**config.mk**
```make
export PLATFORM = sky130hd
export DESIGN_NAME = wtc_7seg_dimmer
export DESIGN_NICKNAME = d
export VERILOG_FILES = /design/src/rtl/wtc_7seg_pkg.sv /design/src/rtl/wtc_7seg_fade.sv /design/src/rtl/wtc_7seg_dimmer.sv
export SDC_FILE = /design/constraint.sdc
export NUM_CORES = 1
export LEC_CHECK = 0
export ABC_AREA = 1
export BUFFER_PORTS_ARGS = -buffer_cell sky130_fd_sc_hd__buf_2
export CORE_ASPECT_RATIO = 0.9
export CORE_MARGIN = 2
export CORE_UTILIZATION = 52
export DETAILED_ROUTE_END_ITERATION = 16
export HOLD_SLACK_MARGIN = 0.03
export PLACE_DENSITY = 0.75
export SYNTH_ARGS = -nofsm -noshare
export SYNTH_HDL_FRONTEND = slang
export SYNTH_SLANG_ARGS = --single-unit
```
**constraint.sdc**
```tcl
create_clock -name i_Clk -period 4.55 [get_ports i_Clk]
set_input_delay 1.1375 -clock i_Clk [delete_from_list [all_inputs] [get_ports i_Clk]]
set_output_delay 1.1375 -clock i_Clk [all_outputs]
set_load 0.02 [all_outputs]
```
**src/rtl/wtc_7seg_pkg.sv**
```systemverilog
// Shared constants and types for the 7-segment PWM dimmer.
// Widths, all-off pin patterns and the fade FSM state encoding.
package wtc_7seg_pkg;

  localparam int SEG_W   = 7;
  localparam int LEVEL_W = 4;

  localparam logic [LEVEL_W-1:0] LEVEL_MAX = 4'd15;

  localparam logic [SEG_W-1:0] SEG_OFF_AL = 7'h7F;
  localparam logic [SEG_W-1:0] SEG_OFF_AH = 7'h00;

  typedef enum logic [1:0] {
    FADE_IDLE = 2'd0,
    FADE_UP   = 2'd1,
    FADE_DOWN = 2'd2
  } fade_state_e;

  function automatic logic [SEG_W-1:0] seg_off(input logic al);
    return al ? SEG_OFF_AL : SEG_OFF_AH;
  endfunction

endpackage

```
**src/rtl/wtc_7seg_fade.sv**
```systemverilog
// Brightness fade engine: walks the applied level one step at a time
// toward the target, one step every FADE_PERIODS frames.
module wtc_7seg_fade
  import wtc_7seg_pkg::*;
#(
  parameter int FADE_PERIODS = 16
) (
  input  logic               i_Clk,
  input  logic               i_Rst_L,
  input  logic               i_frame,
  input  logic [LEVEL_W-1:0] i_target,
  input  logic               i_en,
  output logic [LEVEL_W-1:0] o_level,
  output logic [LEVEL_W-1:0] o_level_nxt,
  output logic               o_busy
);

  localparam int CW =
    (FADE_PERIODS > 1) ? $clog2(FADE_PERIODS) : 1;
  localparam logic [CW-1:0] LAST =
    (FADE_PERIODS > 0) ? CW'(FADE_PERIODS - 1) : '0;

  fade_state_e        state_q, state_d;
  logic [LEVEL_W-1:0] level_q, level_d;
  logic [CW-1:0]      cnt_q, cnt_d;
  logic [LEVEL_W-1:0] stepped;

  // One level toward the target; never leaves 0..15.
  always_comb begin
    stepped = level_q;
    unique case (1'b1)
      (i_target > level_q): stepped = level_q + 1'b1;
      (i_target < level_q): stepped = level_q - 1'b1;
      default: ;
    endcase
  end

  // Next-state: start, count frames, and step at the boundary.
  always_comb begin
    state_d = state_q;
    level_d = level_q;
    cnt_d   = cnt_q;
    if (i_frame && i_en) begin
      if (FADE_PERIODS == 0) begin
        level_d = i_target;
        state_d = FADE_IDLE;
      end else begin
        unique case (state_q)
          FADE_IDLE: begin
            if (i_target > level_q) begin
              state_d = FADE_UP;
              cnt_d   = '0;
            end else if (i_target < level_q) begin
              state_d = FADE_DOWN;
              cnt_d   = '0;
            end
          end
          FADE_UP, FADE_DOWN: begin
            if (cnt_q == LAST) begin
              level_d = stepped;
              cnt_d   = '0;
              if (stepped == i_target)
                state_d = FADE_IDLE;
              else if (i_target > stepped)
                state_d = FADE_UP;
              else
                state_d = FADE_DOWN;
            end else begin
              cnt_d = cnt_q + 1'b1;
            end
          end
          default: state_d = FADE_IDLE;
        endcase
      end
    end
  end

  // Fade state registers with synchronous reset.
  always_ff @(posedge i_Clk) begin
    if (!i_Rst_L) begin
      state_q <= FADE_IDLE;
      level_q <= '0;
      cnt_q   <= '0;
    end else begin
      state_q <= state_d;
      level_q <= level_d;
      cnt_q   <= cnt_d;
    end
  end

  assign o_level     = level_q;
  assign o_level_nxt = level_d;
  assign o_busy      = (state_q != FADE_IDLE);

endmodule

```
**src/rtl/wtc_7seg_dimmer.sv**
```systemverilog
// PWM dimmer for a 7-segment digit: per-frame pattern latch,
// level-dependent on-window, blanking and registered pin drive.
module wtc_7seg_dimmer
  import wtc_7seg_pkg::*;
#(
  parameter int PERIOD_CYCLES = 1200,
  parameter int FADE_PERIODS  = 16,
  parameter bit ACTIVE_LOW    = 1'b1
) (
  input  logic               i_Clk,
  input  logic               i_Rst_L,
  input  logic [SEG_W-1:0]   i_segments,
  input  logic [LEVEL_W-1:0] i_level,
  input  logic               i_blank,
  output logic [SEG_W-1:0]   o_Segment,
  output logic [LEVEL_W-1:0] o_level,
  output logic               o_busy,
  output logic               o_frame
);

  localparam int CW = $clog2(PERIOD_CYCLES);
  localparam logic [CW-1:0] LAST = CW'(PERIOD_CYCLES - 1);
  localparam logic [CW-1:0] STEP = CW'(PERIOD_CYCLES / 15);
  localparam logic [SEG_W-1:0] OFF = seg_off(ACTIVE_LOW);

  logic [CW-1:0]      cnt_q, cnt_d;
  logic [SEG_W-1:0]   pat_q;
  logic [SEG_W-1:0]   seg_q, seg_d;
  logic               frame_q;
  logic               frame_start;
  logic [LEVEL_W-1:0] lvl_q, lvl_nxt, lvl_eff;
  logic [SEG_W-1:0]   pat_eff, lit;
  logic [CW-1:0]      thr;
  logic               on;

  assign frame_start = (cnt_q == '0);

  // Frame counter wraps at the end of each PWM frame.
  always_comb begin
    cnt_d = (cnt_q == LAST) ? '0 : cnt_q + 1'b1;
  end

  wtc_7seg_fade #(
    .FADE_PERIODS(FADE_PERIODS)
  ) u_fade (
    .i_Clk       (i_Clk),
    .i_Rst_L     (i_Rst_L),
    .i_frame     (frame_start),
    .i_target    (i_level),
    .i_en        (1'b1),
    .o_level     (lvl_q),
    .o_level_nxt (lvl_nxt),
    .o_busy      (o_busy)
  );

  // In the frame-start cycle the values being latched are
  // already in force, so a new level/pattern covers the whole frame.
  assign lvl_eff = frame_start ? lvl_nxt : lvl_q;
  assign pat_eff = frame_start ? i_segments : pat_q;
  assign thr     = CW'(lvl_eff) * STEP;

  // On-window decode: off, full, or proportional to level.
  always_comb begin
    on = 1'b0;
    unique case (1'b1)
      (lvl_eff == LEVEL_MAX): on = 1'b1;
      (lvl_eff == '0):        on = 1'b0;
      default:                on = (cnt_q < thr);
    endcase
  end

  assign lit   = pat_eff & {SEG_W{on}} & ~{SEG_W{i_blank}};
  assign seg_d = ACTIVE_LOW ? ~lit : lit;

  // Counter, pattern latch and registered pin drive.
  always_ff @(posedge i_Clk) begin
    if (!i_Rst_L) begin
      cnt_q   <= '0;
      pat_q   <= '0;
      seg_q   <= OFF;
      frame_q <= 1'b0;
    end else begin
      cnt_q   <= cnt_d;
      if (frame_start)
        pat_q <= i_segments;
      seg_q   <= seg_d;
      frame_q <= frame_start;
    end
  end

  assign o_Segment = seg_q;
  assign o_level   = lvl_q;
  assign o_frame   = frame_q;

endmodule

```
# Word-level counts from Yosys, hierarchy flattened
# Cells that the tools add are included.
# word_totals
out_inout_bits,13
register_bits,36
input_bits,14
# classes
n_addsub,4
eq_ne,8
n_reduce_logical,9
bitwise_logic,5
n_mul,1
mux,17
order_cmp,4
# op_table
operator,n
$mux W4,7
$pmux W4 S2,2
$and A7 B7 Y7,2
$not A7 Y7,2
$add A11 B1 Y11 const B,1
$eq A11 B11 Y1 const B,1
$logic_not A11 Y1,1
$lt A11 B11 Y1,1
$mux W2,5
$add A4 B1 Y4 const B,2
$eq A4 B4 Y1 const B,2
$gt A4 B4 Y1,2
$mul A4 B3 Y7 const B,1
$mux W7,1
$reduce_and A3 Y1,2
$eq A4 B4 Y1,1
$logic_not A4 Y1,1
$lt A4 B4 Y1,1
$pmux W2 S2,1
$reduce_bool A2 Y1,2
$reduce_or A2 Y1,2
$sub A4 B1 Y4 const B,1
$ne A3 B1 Y1 const B,1
$eq A2 B1 Y1 const B,1
other kinds (5),5

# Logic depth before layout (Yosys ltp)
# logic_depth
depth_word,12
depth_mapped,28
mapped_depth_nobuf,28

# By module
# From an unflattened synthesis, not the netlist that was laid out.
# unflattened
hier_cells,322
area_unflattened_um2,2344.7
# modules_own_cells
module,cells_each,area_each_um2,n_inst,seq_area_each_um2
wtc_7seg_dimmer,182,1413.9,1,520.5
wtc_7seg_fade,140,930.9,1,200.2

# Worst setup path after synthesis
# No wires, ideal clock.
# synth_timing
kind,input port to flip-flop
from,in i_level[1]
to,reg seg_q[0] (netlist: o_Segment[0])
path_stages,27
required_ns,4.424
setup_slack_ns,-0.223
arrival_ns,4.647
path_buffers,0
path_cell_list,ha_1 -> inv_1 -> o21bai_1 -> nand2_1 -> nand2_2 -> inv_1 -> ha_1 -> nand2_1 -> nand2_1 -> a31oi_1 -> inv_1 -> nand2_1 -> nand2_1 -> nand2_1 -> nand2_1 -> o21ai_2 -> ha_1 -> ha_1 -> fa_1 -> inv_1 -> ha_1 -> a21oi_1 -> nor2_1 -> a211oi_1 -> nand2_1 -> nand2_2 -> nand3_1
# synth_between
elab_chain_cells,12
word_cells_on_any_way,15
# synth_rtl
element,line,text
"start, declared",wtc_7seg_dimmer.sv:13,"input logic [LEVEL_W-1:0] i_level,"
$lt A4 B4 Y1 or $gt A4 B4 Y1 (tied branches),"wtc_7seg_fade.sv:33, wtc_7seg_fade.sv:32",
$pmux W4 S2 *,wtc_7seg_fade.sv:31,unique case (1'b1)
$mux W4 *,wtc_7seg_fade.sv:59,if (cnt_q == LAST) begin
$mux W4 *,wtc_7seg_fade.sv:48,unique case (state_q)
$mux W4 *,wtc_7seg_fade.sv:43,if (i_frame && i_en) begin
named net lvl_nxt[3],wtc_7seg_dimmer.sv:31,"logic [LEVEL_W-1:0] lvl_q, lvl_nxt, lvl_eff;"
$mux W4 *,wtc_7seg_dimmer.sv:58,assign lvl_eff = frame_start ? lvl_nxt : lvl_q;
$mul A4 B3 Y7,wtc_7seg_dimmer.sv:60,assign thr = CW'(lvl_eff) * STEP;
$lt A11 B11 Y1,wtc_7seg_dimmer.sv:68,default: on = (cnt_q < thr);
$pmux W1 S2 *,wtc_7seg_dimmer.sv:65,unique case (1'b1)
$and A7 B7 Y7 * (2 in series),wtc_7seg_dimmer.sv:72,assign lit = pat_eff & {SEG_W{on}} & ~{SEG_W{i_blank}};
$not A7 Y7 *,wtc_7seg_dimmer.sv:73,assign seg_d = ACTIVE_LOW ? ~lit : lit;
"end signal, assigned",wtc_7seg_dimmer.sv:86,seg_q <= seg_d;
"end, declared",wtc_7seg_dimmer.sv:28,"logic [SEG_W-1:0] seg_q, seg_d;"
# Mark *: on every way through the listed nets, which the timed path passes. The rest lies on a longest branch.
# A chain may end at the register's enable or synchronous reset.

# Worst setup path after layout
# Ends and elaborated chain as after synthesis.

==> out/metrics.csv <==
stage,metric,value,unit
clock_network,Clock Tree Buf Depth,2,
critical_path,crit-path leading delay family,adder cells,
routing,Via density,5.15,
job,maxcap violations,0,
clock_network,CTS root buf,clkbuf_8,
routing,via count,2044,
clock_network,Clock Latency Late Sink,0.29,ns
critical_path,Worst Path Max Fanout,7,
routing,Routed Antenna Nets,0,
timing,clk_skew,0.00610,ns
clock_network,H-tree Lvls,2,
finish,multi-input logic area,1500,µm²
power_and_ir_drop,P_leak,1.25,nW
finish,"most common cell after layout, fill and taps aside",nand2_1,
global_route,Overflow after GRT,0,
placement,Placer Congestion,0.879,
clock_network,"Reg clk slew, reported paths",0.07,ns
floorplanning,I/O pin count,27,
power_and_ir_drop,pwr/cell area,255,nW/µm²
synthesis,Mean Syn Cell Area,7.57,µm²
critical_path,critical path capture point type,flop,
timing,Final Cycle Share,0.996,
synthesis,Yosys reg bits,36,
floorplanning,Core ar.,4130,µm²
global_route,initial antenna violation count,0,
routing,DRC violations left,0,
clock_network,CTS Buf Count,5,
synthesis,synth top area cells,"dfxtp_1, ha_1, nand2_1, inv_1, nor2_1",
synthesis,post-synthesis compound-gate area fraction,0.109,
min_path,worst hold path class,flop to flop,
synthesis,Synth Area in Simple Gates,0.316,
critical_path,worst-path cell with the longest stage delay,fa_2,
critical_path,buffer and inverter count on the worst path,5,
critical_path,CP Class,input port to flop,
clock_network,CTS tree,done,
routing,Total Wirelength,4790,µm
critical_path,CP Launch Type,input port,
critical_path,Slowest Stage Delay on Critical Path,0.52,ns
timing,Tightest Pin Transition,0.362,ns
placement,hpwl dp,3600,µm
placement,count of input and output buffers,26,
timing,final setup violation count,0,
routing,WL/cell,12.1,µm
synthesis,register area share after synthesis,0.317,
global_route,grt met2 use,0.349,
finish,Fillers,342,
floorplanning,die area,4910,µm²
synthesis,combinational family with the most area after synthesis,simple AND/OR/NAND/NOR gates,
synthesis,syn_nets,342,
synthesis,mux cell area share after synthesis,0,
finish,antenna cells,0,
critical_path,Critical Path AT,4.70,ns
global_route,busiest layer in global routing,met2,
global_route,met3 GRT Util,0.0530,
global_route,Total Routing Usage GR,0.213,
floorplanning,Die X,73.7,µm
timing,final setup margin,0.0174,ns
synthesis,Adder-Cell Fraction of Synth Area,0.161,
finish,layout cell share with drive strength beyond 1,0.295,
routing,drt pass-1 iters,4,
timing,setup TNS,0,ns
timing,Fmax,0.221,GHz
synthesis,Yosys Warn Count,0,
floorplanning,# rows,22,
finish,FF/Latch Area,721,µm²
finish,Layout Nets,391,
synthesis,Gate Count Post-Synth,300,
timing,unrepaired setup endpoints after global routing,yes,
floorplanning,die height,66.7,µm
global_route,met1 Resource Use GR,0.273,
floorplanning,initial core utilization,0.550,
synthesis,Mapped Area,2270,µm²
finish,"commonest cells after routing, fill and taps aside","nand2_1, inv_1, nor2_1",
global_route,largest net degree at the start of global routing,12,
synthesis,post-synth top area cell,dfxtp_1,
synthesis,post-synthesis xor/xnor area fraction,0.0116,
power_and_ir_drop,maximum VDD drop,177,µV
outcome,outcome,"complete, no violations",
critical_path,Critical Path RT,4.71,ns
timing,Worst slew margin,0.758,
clock_network,Sink Count,36,
synthesis,Cell variety after synth,38,
synthesis,top cell type's share of synthesized area,0.317,
timing,"Slew Viols, Final",0,
global_route,vias in the first global route,1883,
global_route,first-pass GRT wire length,8100,µm
routing,initial DRC count,70,
placement,Place WS,-0.382,ns
timing,"Hold Vio Cnt, Final",0,
timing,Tmin final,4.53,ns
finish,Syn-to-layout area delta,24.3,%
[state kept, by name (all words and copies together), names as in the netlist, named ones only]
name	count
u_fade.o_level	2
u_fade.state_q	2
o_frame	1
o_Segment	7
u_fade.cnt_q	4
cnt_q	11
pat_q	7
[kinds of logic after synthesis]
logic type,after synthesis
fa+ha+maj,28
xor+xnor,3
flops,36
simple gates,142
buf+inv,52
compound gates,39
[path summary, 6_finish.rpt]
path	startpoint	end	slack (ns)	cells past startpoint
setup reg to reg	flop	o_Segment[0]	0.33	28
setup / recovery	i_level[1]	o_Segment[0]	0.02	28
hold / removal	cnt_q[0]	cnt_q[0]	0.46	1
hold reg to reg	cnt_q[0]	cnt_q[0]	0.46	1
[stage by stage]
step                       util  hold slack, ns  power [W]  cells  cell area (µm²)
after floorplan               -           0.417   0.000465    300             2310
after global placement    0.634           0.434   0.000507    388             2620
after detailed placement  0.634           0.452   0.000512    388             2620
after CTS                 0.662           0.463   0.000723    397             2730
after global routing      0.684           0.486   0.000769    397             2820
final                     0.684           0.456   0.000721    397             2820
[metal layers]
layer	routed length (µm)	up-vias
li1	-	1078
met1	2200	933
met2	2330	23
met3	169	10
met4	88	0
met5	0	-
[Yosys cell counts, drive strengths merged]
cell,count
nand3,17
and2,1
nand3b,1
nor3b,3
o31ai,1
a31oi,1
nor4,2
dfxtp,36
nor3,15
o21bai,1
o21a,1
nand2,54
fa,2
nor2,44
nand4,3
a22oi,2
o22ai,1
xor2,2
ha,26
a211oi,4
clkbuf,2
or2,2
a21oi,12
xnor2,1
inv,50
o21ai,16
[repair_timing]
action                     CTS  global route
hold buffers                 0             0
pin swaps                    2             2
buffers inserted             2             0
resized for setup            3            18
setup endpoints to repair    7             7
[area by class of cell]
class,count,area share
Clock buffer,6,0.0257
Tap cell,48,0.0213
Clock inverter,1,0.00177
Timing Repair Buffer,44,0.0962
Inverter,50,0.0674
Multi-Input combinational cell,212,0.532
Sequential cell,36,0.255
[worst register-to-register path, delay by kind of cell, from the launching register on]
family,cells,cell delay (ns)
flip-flops,1,0.47
AND/OR/NAND/NOR,12,0.97
AO/OA/AOI/OAI,5,0.69
adder cells (fa/ha/maj),6,1.66
buffers and inverters,5,0.31
[power by group]
part | internal [W] | leakage, nW | switching, W
logic | 0.0000662 | 0.914 | 0.0000985
clock network | 0.000104 | 0.0410 | 0.000109
registers | 0.000333 | 0.294 | 0.00000984
total | 0.000504 | 1.25 | 0.000217
(Power assumes the default switching activity.)
